File: config.mk
export PLATFORM = sky130hd
export DESIGN_NAME = lc3_int_sequencer
export DESIGN_NICKNAME = d
export VERILOG_FILES = /design/src/rtl/lc3_pkg.sv /design/src/rtl/lc3_int_sequencer.sv
export SDC_FILE = /design/constraint.sdc
export NUM_CORES = 1
export LEC_CHECK = 0
export BUFFER_PORTS_ARGS = -buffer_cell sky130_fd_sc_hd__buf_4
export CELL_PAD_IN_SITES_DETAIL_PLACEMENT = 1
export CELL_PAD_IN_SITES_GLOBAL_PLACEMENT = 1
export CORE_MARGIN = 5
export CORE_UTILIZATION = 31
export DETAILED_ROUTE_END_ITERATION = 8
export GPL_ROUTABILITY_DRIVEN = 1
export HOLD_SLACK_MARGIN = 0.05
export PLACE_DENSITY_LB_ADDON = 0.08
export SYNTH_ARGS = -nofsm -noshare
export SYNTH_HDL_FRONTEND = slang
export SYNTH_SLANG_ARGS = --single-unit
File: constraint.sdc
create_clock -name clk -period 2.1 [get_ports clk]
set_input_delay 0.315 -clock clk [delete_from_list [all_inputs] [get_ports clk]]
set_output_delay 0.315 -clock clk [all_outputs]
set_load 0.01 [all_outputs]
File: src/rtl/lc3_pkg.sv
// Shared types and constants for the LC-3 interrupt/exception/RTI sequencer.
package lc3_pkg;

  typedef enum logic [4:0] {
    IDLE,
    E_PSR,
    E_SWAP,
    E_DEC1,
    E_WR1,
    E_PCS,
    E_DEC2,
    E_WR2,
    E_VEC,
    E_RDV,
    E_JMP,
    R_MAR,
    R_RD1,
    R_PC,
    R_INC1,
    R_RD2,
    R_PSR,
    R_INC2,
    R_SWAP
  } seq_state_t;

  localparam logic [2:0] SP_IDX     = 3'd6;

  localparam logic [1:0] VEC_INT    = 2'b00;
  localparam logic [1:0] VEC_PRIV   = 2'b01;

  localparam logic [1:0] SPMUX_SSP  = 2'd0;
  localparam logic [1:0] SPMUX_DEC  = 2'd1;
  localparam logic [1:0] SPMUX_INC  = 2'd2;
  localparam logic [1:0] SPMUX_USP  = 2'd3;

  localparam logic [1:0] PCMUX_BUS  = 2'b10;
  localparam logic [1:0] ALU_PASSA  = 2'b00;

endpackage

File: src/rtl/lc3_int_sequencer.sv
// Drives LC-3 datapath controls for interrupt entry, privilege-exception entry and RTI
// while the main control FSM has handed over the datapath.
module lc3_int_sequencer
  import lc3_pkg::*;
#(
  parameter logic [2:0] SP_REG = SP_IDX
) (
  input  logic       clk,
  input  logic       rst,
  input  logic       start_int,
  input  logic       start_rti,
  input  logic       priv,
  input  logic       mem_ready,
  output logic       busy,
  output logic       done,
  output logic       priv_exc,
  output logic       enaALU,
  output logic       enaPC,
  output logic       enaMDR,
  output logic       enaPSR,
  output logic       enaPCM1,
  output logic       enaSP,
  output logic       enaVector,
  output logic       enaMARM,
  output logic       ldPC,
  output logic       ldIR,
  output logic       ldMAR,
  output logic       ldMDR,
  output logic       logicWE,
  output logic       ldCC,
  output logic       ldPriority,
  output logic       ldPriv,
  output logic       ldSavedUSP,
  output logic       ldSavedSSP,
  output logic [2:0] SR1,
  output logic [2:0] DR,
  output logic [1:0] aluControl,
  output logic [1:0] selPC,
  output logic [1:0] selSPMUX,
  output logic [1:0] selVectorMUX,
  output logic       selMDR,
  output logic       selPSRMUX,
  output logic       SetPriv,
  output logic       memWE
);

  seq_state_t state, state_nx;
  logic       is_exc;   // entry was triggered by RTI in user mode
  logic       priv_q;   // privilege mode at the moment the start was accepted

  logic       accept;
  assign accept = (state == IDLE) && (start_int || start_rti);

  // State register plus the per-sequence flags captured at acceptance
  always_ff @(posedge clk or negedge rst) begin
    if (!rst) begin
      state  <= IDLE;
      is_exc <= 1'b0;
      priv_q <= 1'b0;
    end else begin
      state <= state_nx;
      if (accept) begin
        is_exc <= !start_int && start_rti && priv;
        priv_q <= priv;
      end
    end
  end

  always_comb begin
    state_nx = state;
    unique case (state)
      IDLE: begin
        if (start_int)      state_nx = E_PSR;
        else if (start_rti) state_nx = priv ? E_PSR : R_MAR;
      end
      E_PSR:  state_nx = priv_q ? E_SWAP : E_DEC1;
      E_SWAP: state_nx = E_DEC1;
      E_DEC1: state_nx = E_WR1;
      E_WR1:  if (mem_ready) state_nx = E_PCS;
      E_PCS:  state_nx = E_DEC2;
      E_DEC2: state_nx = E_WR2;
      E_WR2:  if (mem_ready) state_nx = E_VEC;
      E_VEC:  state_nx = E_RDV;
      E_RDV:  if (mem_ready) state_nx = E_JMP;
      E_JMP:  state_nx = IDLE;
      R_MAR:  state_nx = R_RD1;
      R_RD1:  if (mem_ready) state_nx = R_PC;
      R_PC:   state_nx = R_INC1;
      R_INC1: state_nx = R_RD2;
      R_RD2:  if (mem_ready) state_nx = R_PSR;
      R_PSR:  state_nx = R_INC2;
      R_INC2: state_nx = priv ? R_SWAP : IDLE;
      R_SWAP: state_nx = IDLE;
      default: state_nx = IDLE;
    endcase
  end

  always_comb begin
    busy         = (state != IDLE);
    done         = 1'b0;
    priv_exc     = (state != IDLE) && is_exc;
    enaALU       = 1'b0;
    enaPC        = 1'b0;
    enaMDR       = 1'b0;
    enaPSR       = 1'b0;
    enaPCM1      = 1'b0;
    enaSP        = 1'b0;
    enaVector    = 1'b0;
    enaMARM      = 1'b0;
    ldPC         = 1'b0;
    ldIR         = 1'b0;
    ldMAR        = 1'b0;
    ldMDR        = 1'b0;
    logicWE      = 1'b0;
    ldCC         = 1'b0;
    ldPriority   = 1'b0;
    ldPriv       = 1'b0;
    ldSavedUSP   = 1'b0;
    ldSavedSSP   = 1'b0;
    SR1          = '0;
    DR           = '0;
    aluControl   = '0;
    selPC        = '0;
    selSPMUX     = '0;
    selVectorMUX = '0;
    selMDR       = 1'b0;
    selPSRMUX    = 1'b0;
    SetPriv      = 1'b0;
    memWE        = 1'b0;
    unique case (state)
      IDLE: ;
      E_PSR: begin
        enaPSR     = 1'b1;
        ldMDR      = 1'b1;
        selPSRMUX  = 1'b1;
        ldPriv     = 1'b1;
        ldPriority = !is_exc;
      end
      E_SWAP: begin
        ldSavedUSP = 1'b1;
        SR1        = SP_REG;
        selSPMUX   = SPMUX_SSP;
        enaSP      = 1'b1;
        logicWE    = 1'b1;
        DR         = SP_REG;
      end
      E_DEC1, E_DEC2: begin
        selSPMUX = SPMUX_DEC;
        SR1      = SP_REG;
        enaSP    = 1'b1;
        ldMAR    = 1'b1;
        logicWE  = 1'b1;
        DR       = SP_REG;
      end
      E_WR1, E_WR2: begin
        selMDR = 1'b1;
        memWE  = 1'b1;
      end
      E_PCS: begin
        enaPCM1 = 1'b1;
        ldMDR   = 1'b1;
      end
      E_VEC: begin
        enaVector    = 1'b1;
        ldMAR        = 1'b1;
        selVectorMUX = is_exc ? VEC_PRIV : VEC_INT;
      end
      E_RDV, R_RD1, R_RD2: begin
        selMDR = 1'b1;
        ldMDR  = mem_ready;
      end
      E_JMP: begin
        enaMDR = 1'b1;
        selPC  = PCMUX_BUS;
        ldPC   = 1'b1;
        done   = 1'b1;
      end
      R_MAR: begin
        SR1        = SP_REG;
        aluControl = ALU_PASSA;
        enaALU     = 1'b1;
        ldMAR      = 1'b1;
      end
      R_PC: begin
        enaMDR = 1'b1;
        selPC  = PCMUX_BUS;
        ldPC   = 1'b1;
      end
      R_INC1, R_INC2: begin
        selSPMUX = SPMUX_INC;
        SR1      = SP_REG;
        enaSP    = 1'b1;
        logicWE  = 1'b1;
        DR       = SP_REG;
        ldMAR    = (state == R_INC1);
        done     = (state == R_INC2) && !priv;
      end
      R_PSR: begin
        enaMDR     = 1'b1;
        selPSRMUX  = 1'b0;
        ldCC       = 1'b1;
        ldPriority = 1'b1;
        ldPriv     = 1'b1;
      end
      R_SWAP: begin
        ldSavedSSP = 1'b1;
        SR1        = SP_REG;
        selSPMUX   = SPMUX_USP;
        enaSP      = 1'b1;
        logicWE    = 1'b1;
        DR         = SP_REG;
        done       = 1'b1;
      end
      default: ;
    endcase
  end

endmodule

# Word-level counts from Yosys, hierarchy flattened
# Cells that the tools add are included.
# op_classes
muxes	34
n_reduce_logical	25
eq_ne	24
# ops
op	count
$pmux W5 S17	1
$eq A5 B4 Y1 const B	8
$mux W5	8
$eq A5 B3 Y1 const B	4
$mux W1	16
$eq A5 B5 Y1 const B	3
$reduce_or A2 Y1	7
$eq A5 B2 Y1 const B	2
$ne A2 B2 Y1 const B	5
$pmux W1 S2	4
$reduce_or A7 Y1	1
$mux W3	2
$pmux W2 S3	1
$reduce_and A6 Y1	1
$reduce_or A3 Y1	2
$reduce_or A6 Y1	1
$eq A5 B1 Y1 const B	1
$logic_and A1 B1 Y1	5
$logic_not A5 Y1	1
$reduce_bool A5 Y1	1
$reduce_or A5 Y1	1
$mux W4	1
$reduce_or A4 Y1	1
$logic_not A1 Y1	3
other kinds (3)	3
# totals
in_bits	6
regBits	7
out_inout_bits	39
wordCells	86

# Longest topological paths before layout
# logic_depth
ltp_word	4
mapped_depth	6
depth_no_buf	4

# Worst setup path after synthesis
# OpenSTA, ideal clock, no wires.
# synth_path
kind	register to output
from	reg state[0]
to	out DR[1]
stages_incl_launch_ff	7
n_path_buf	3
setup_slack_ns	0.194
required_ns	1.785
arrival_time_ns	1.591
cell_sequence	dfrtp_1 > buf_4 > buf_4 > nor3_1 > a21oi_1 > o21ai_0 > buf_4
# synth_between
elab_chain_cells	3
word_cells_on_any_way	8
classes_between	eq/ne: 6; mux: 1; reduce/logical: 1
# synth_rtl
element	line_no	source
from (decl)	lc3_int_sequencer.sv:47	seq_state_t state, state_nx;
from (signal assigned)	lc3_int_sequencer.sv:61	state <= state_nx;
$eq A5 B4 Y1 (tied with other cells)	lc3_int_sequencer.sv:130	unique case (state)
$reduce_or A6 Y1 (no line) *	n/a	
$mux W3 *	lc3_int_sequencer.sv:130	
to (decl)	lc3_int_sequencer.sv:36	output logic [2:0] DR,
# Mark *: on every way between the ends. The rest lies on a longest branch, timed or not.

# Final worst setup path
# layout_path
from	reg state[1]
to	out done
# layout_between
elab_chain_cells	3
word_cells_on_any_way	8
classes_between	eq/ne: 4; mux: 1; reduce/logical: 3
# layout_rtl
element	line_no	source
$eq A5 B5 Y1 (tied with other cells)	lc3_int_sequencer.sv:130	
$reduce_or A2 Y1 (no line) or $logic_and A1 B1 Y1 (tied branches)	n/a	
$pmux W1 S2 *	lc3_int_sequencer.sv:130	
to (decl)	lc3_int_sequencer.sv:15	output logic done,
# Marked as above.

==> run metrics <==
status completed; grt ovf 0; Die Width 66.1 um; cell area after placement 0.00120 mm^2; Switch Pwr 1.13 mW; Worst Path Required 1.78 ns; I/O pins 45; Root Buffer clkbuf_4; GRT Overall Usage 15.4%; reg2reg start state[1]; maxcap violations 0; CTS max path bufs 2; Clock Latency Late Sink 0.26 ns; top post-synthesis cells by area dfrtp_1, buf_4, nor2_1; synthesized flop and latch total 7; endpoints failing hold 0; core box area 0.00303 mm^2; post-synthesis mux area share 1.16%; DRT Pass-1 Iters 4; layout cell share with drive strength beyond 1 34.5%; Clock Power Share 5.8%; Post-Synth Simple-Gate Area 32.5%; Static Leak 0.602 nW; CP peak stage delay 0.47 ns; path depth of the worst reg2reg path 5; Die Span Y 66.1 um; Power Internal 1.07 mW; Power Dens Cells 1730 mW/mm^2; H-tree depth 1; Crit Path Class reg2out; EDFF count, synth 0; Critical Path End Type output pin; Max Clock Freq 0.511 GHz; total CTS buffers 3; CTS tree done; CP Max Fanout 18; Layout Nets 178; total wire length 3160 um; Initial Utilization 32.2%; DRT iter0 DRCs 19; Sequential Power Share 14.6%; full die area 0.00437 mm^2; HP Class in2reg; hold path startpoint start_int; sequential-to-total area share from yosys stat 18.0%; Clock transition at path regs 0.05 ns; sw frac 51.4%; Adder-Cell Fraction of Synth Area 0%; Mapped Cells 141; fraction of registers with async set/reset 100%; largest family of logic cells by synthesized area simple AND/OR/NAND/NOR gates; critical path's top delay family flip-flops; Buf+Inv Stages, Crit Path 2; CTS sink cnt 7; post-route cell area 0.00127 mm^2; critical path's slowest cell dfrtp_1; Final ANT Viol Nets 0; DPL Wire Length 2540 um; CP Cell Sequence buf_6 -> nor2b_2 -> nand3_1 -> a21oi_1 -> buf_4; share of the synthesized area in the top cell type 18.0%; Syn. warnings 0; Core Rows 20; post-synthesis xor/xnor area fraction 1.80%; vias in the first global route 1066; setup violators final 0; fin util 42.0%; antenna diode count 0; final routed DRC violation total 0; area delta synth->final 30.4%; via/cell ratio 4.98; post-DR wirelength/cell 14.7 um; initial antenna violation count 0; Hold Path Depth 2; Hold Path End is_exc; Hold WS 0.276 ns; total power 2.20 mW; Arr. time, crit path 1.64 ns; RR Endpoint state[1]; synth unique cells 42; Via Count 1071; period utilization 93.2%; routability cong. 0.812; largest net degree at the start of global routing 23; Fill cells 393; R2R setup slack 0.41 ns; Cell Area, Synth 975 um^2; fin crit period 1.96 ns; crit start category register; post-synth top area cell dfrtp_1; Avg Cell Area, Syn 6.91 um^2; compound-gate portion of the synthesized area 26.1%; Slew Limit Fails 0; maximum vdd drop 873 uV; number of buffers added on ports 34; Setup Skew 0.000188 ns; Main synth FF type dfrtp_1; postcts setup bufs 0; Logic pwr share 79.6%; first-pass GRT wire length 5270 um; path length in cells of the critical path 5
placed cells by master, fill, tap and decap left out, types with 2 or more instances in the layout:
| cell | instances |
|---|---|
| conb_1 | 10 |
| nand3_1 | 5 |
| o21ai_0 | 7 |
| o21ai_2 | 2 |
| dfrtp_2 | 2 |
| dfrtp_1 | 5 |
| buf_4 | 42 |
| and3_1 | 3 |
| nor2_1 | 17 |
| o32a_1 | 2 |
| inv_1 | 2 |
| nor3_1 | 7 |
| clkbuf_4 | 3 |
| o31ai_1 | 3 |
| and2_1 | 2 |
| nand2_1 | 13 |
| nand2b_1 | 5 |
| xor2_1 | 2 |
| a21oi_1 | 10 |
stage by stage:
step | cells | TNS, ns | worst slack, ns
floorplan | 150 | 0 | 0.194
global placement | 210 | 0 | 0.220
detailed placement | 210 | 0 | 0.202
CTS | 215 | 0 | 0.00624
global route | 215 | -0.00289 | -0.00289
finish | 215 | 0 | 0.143
cell usage after synthesis, types with 2 or more instances:
| library cell | count |
|---|---|
| a21oi_1 | 10 |
| nand3_1 | 5 |
| dfrtp_1 | 7 |
| buf_1 | 2 |
| o31ai_1 | 3 |
| o21ai_0 | 8 |
| nor3_1 | 8 |
| and3_1 | 3 |
| nor2b_1 | 2 |
| inv_1 | 2 |
| xor2_1 | 2 |
| buf_4 | 19 |
| buf_2 | 4 |
| nor4_1 | 2 |
| nand2b_1 | 5 |
| nor2_1 | 18 |
| nand2_1 | 14 |
| and2_1 | 2 |
| o32a_1 | 2 |
power groups by stage:
| stage | registers, mW | logic [mW] | clock network, mW |
|---|---|---|---|
| 2_1_floorplan | 0.245 | 1.22 | 0 |
| 3_3_place_gp | 0.305 | 1.69 | 0 |
| 3_5_place_dp | 0.309 | 1.72 | 0 |
| 4_1_cts | 0.309 | 1.73 | 0.133 |
| 5_1_grt | 0.344 | 1.94 | 0.143 |
| 6_report | 0.320 | 1.75 | 0.128 |
state kept, by name, summed over array words and instances (netlist names):
signal / cells
state: 5
is_exc: 1
priv_q: 1
cell families after synthesis:
logic type,after synthesis
compound gates,36
flops,7
mux,1
xor+xnor,2
simple gates,64
buf+inv,30
other cells,1
repair_timing:
item | CTS | global route
endpoints found under the hold margin | 7 | 0
gates resized for setup | 3 | 8
hold buffers | 1 | 0
endpoints found under the setup margin | 6 | 9
how the worst max path moves through the flow:
stage	start	to
6_report	state[1]	done
5_1_grt	state[1]	done
4_1_cts	state[1]	DR[2]
3_5_place_dp	state[2]	state[0]
3_3_place_gp	state[2]	state[0]
2_1_floorplan	state[0]	DR[1]
per-layer routing:
metal / vias up / GRT usage [%] / wire, um
met5: - / 0 / 0
met4: 0 / 4.57 / 40
met3: 6 / 2.04 / 164
met2: 28 / 26.7 / 1600
met1: 502 / 19.8 / 1350
li1: 535 / - / -
area by class of cell:
type | instances | area (um^2) | area share, %
Multi-Input combinational cell | 113 | 664 | 52.3
Timing Repair Buffer | 44 | 337 | 26.5
Sequential cell | 7 | 178 | 14.0
Tap cell | 44 | 55.1 | 4.33
Clock buffer | 4 | 26.3 | 2.07
Inverter | 3 | 11.3 | 0.886
Note: power is estimated with default switching activity, not from simulation.
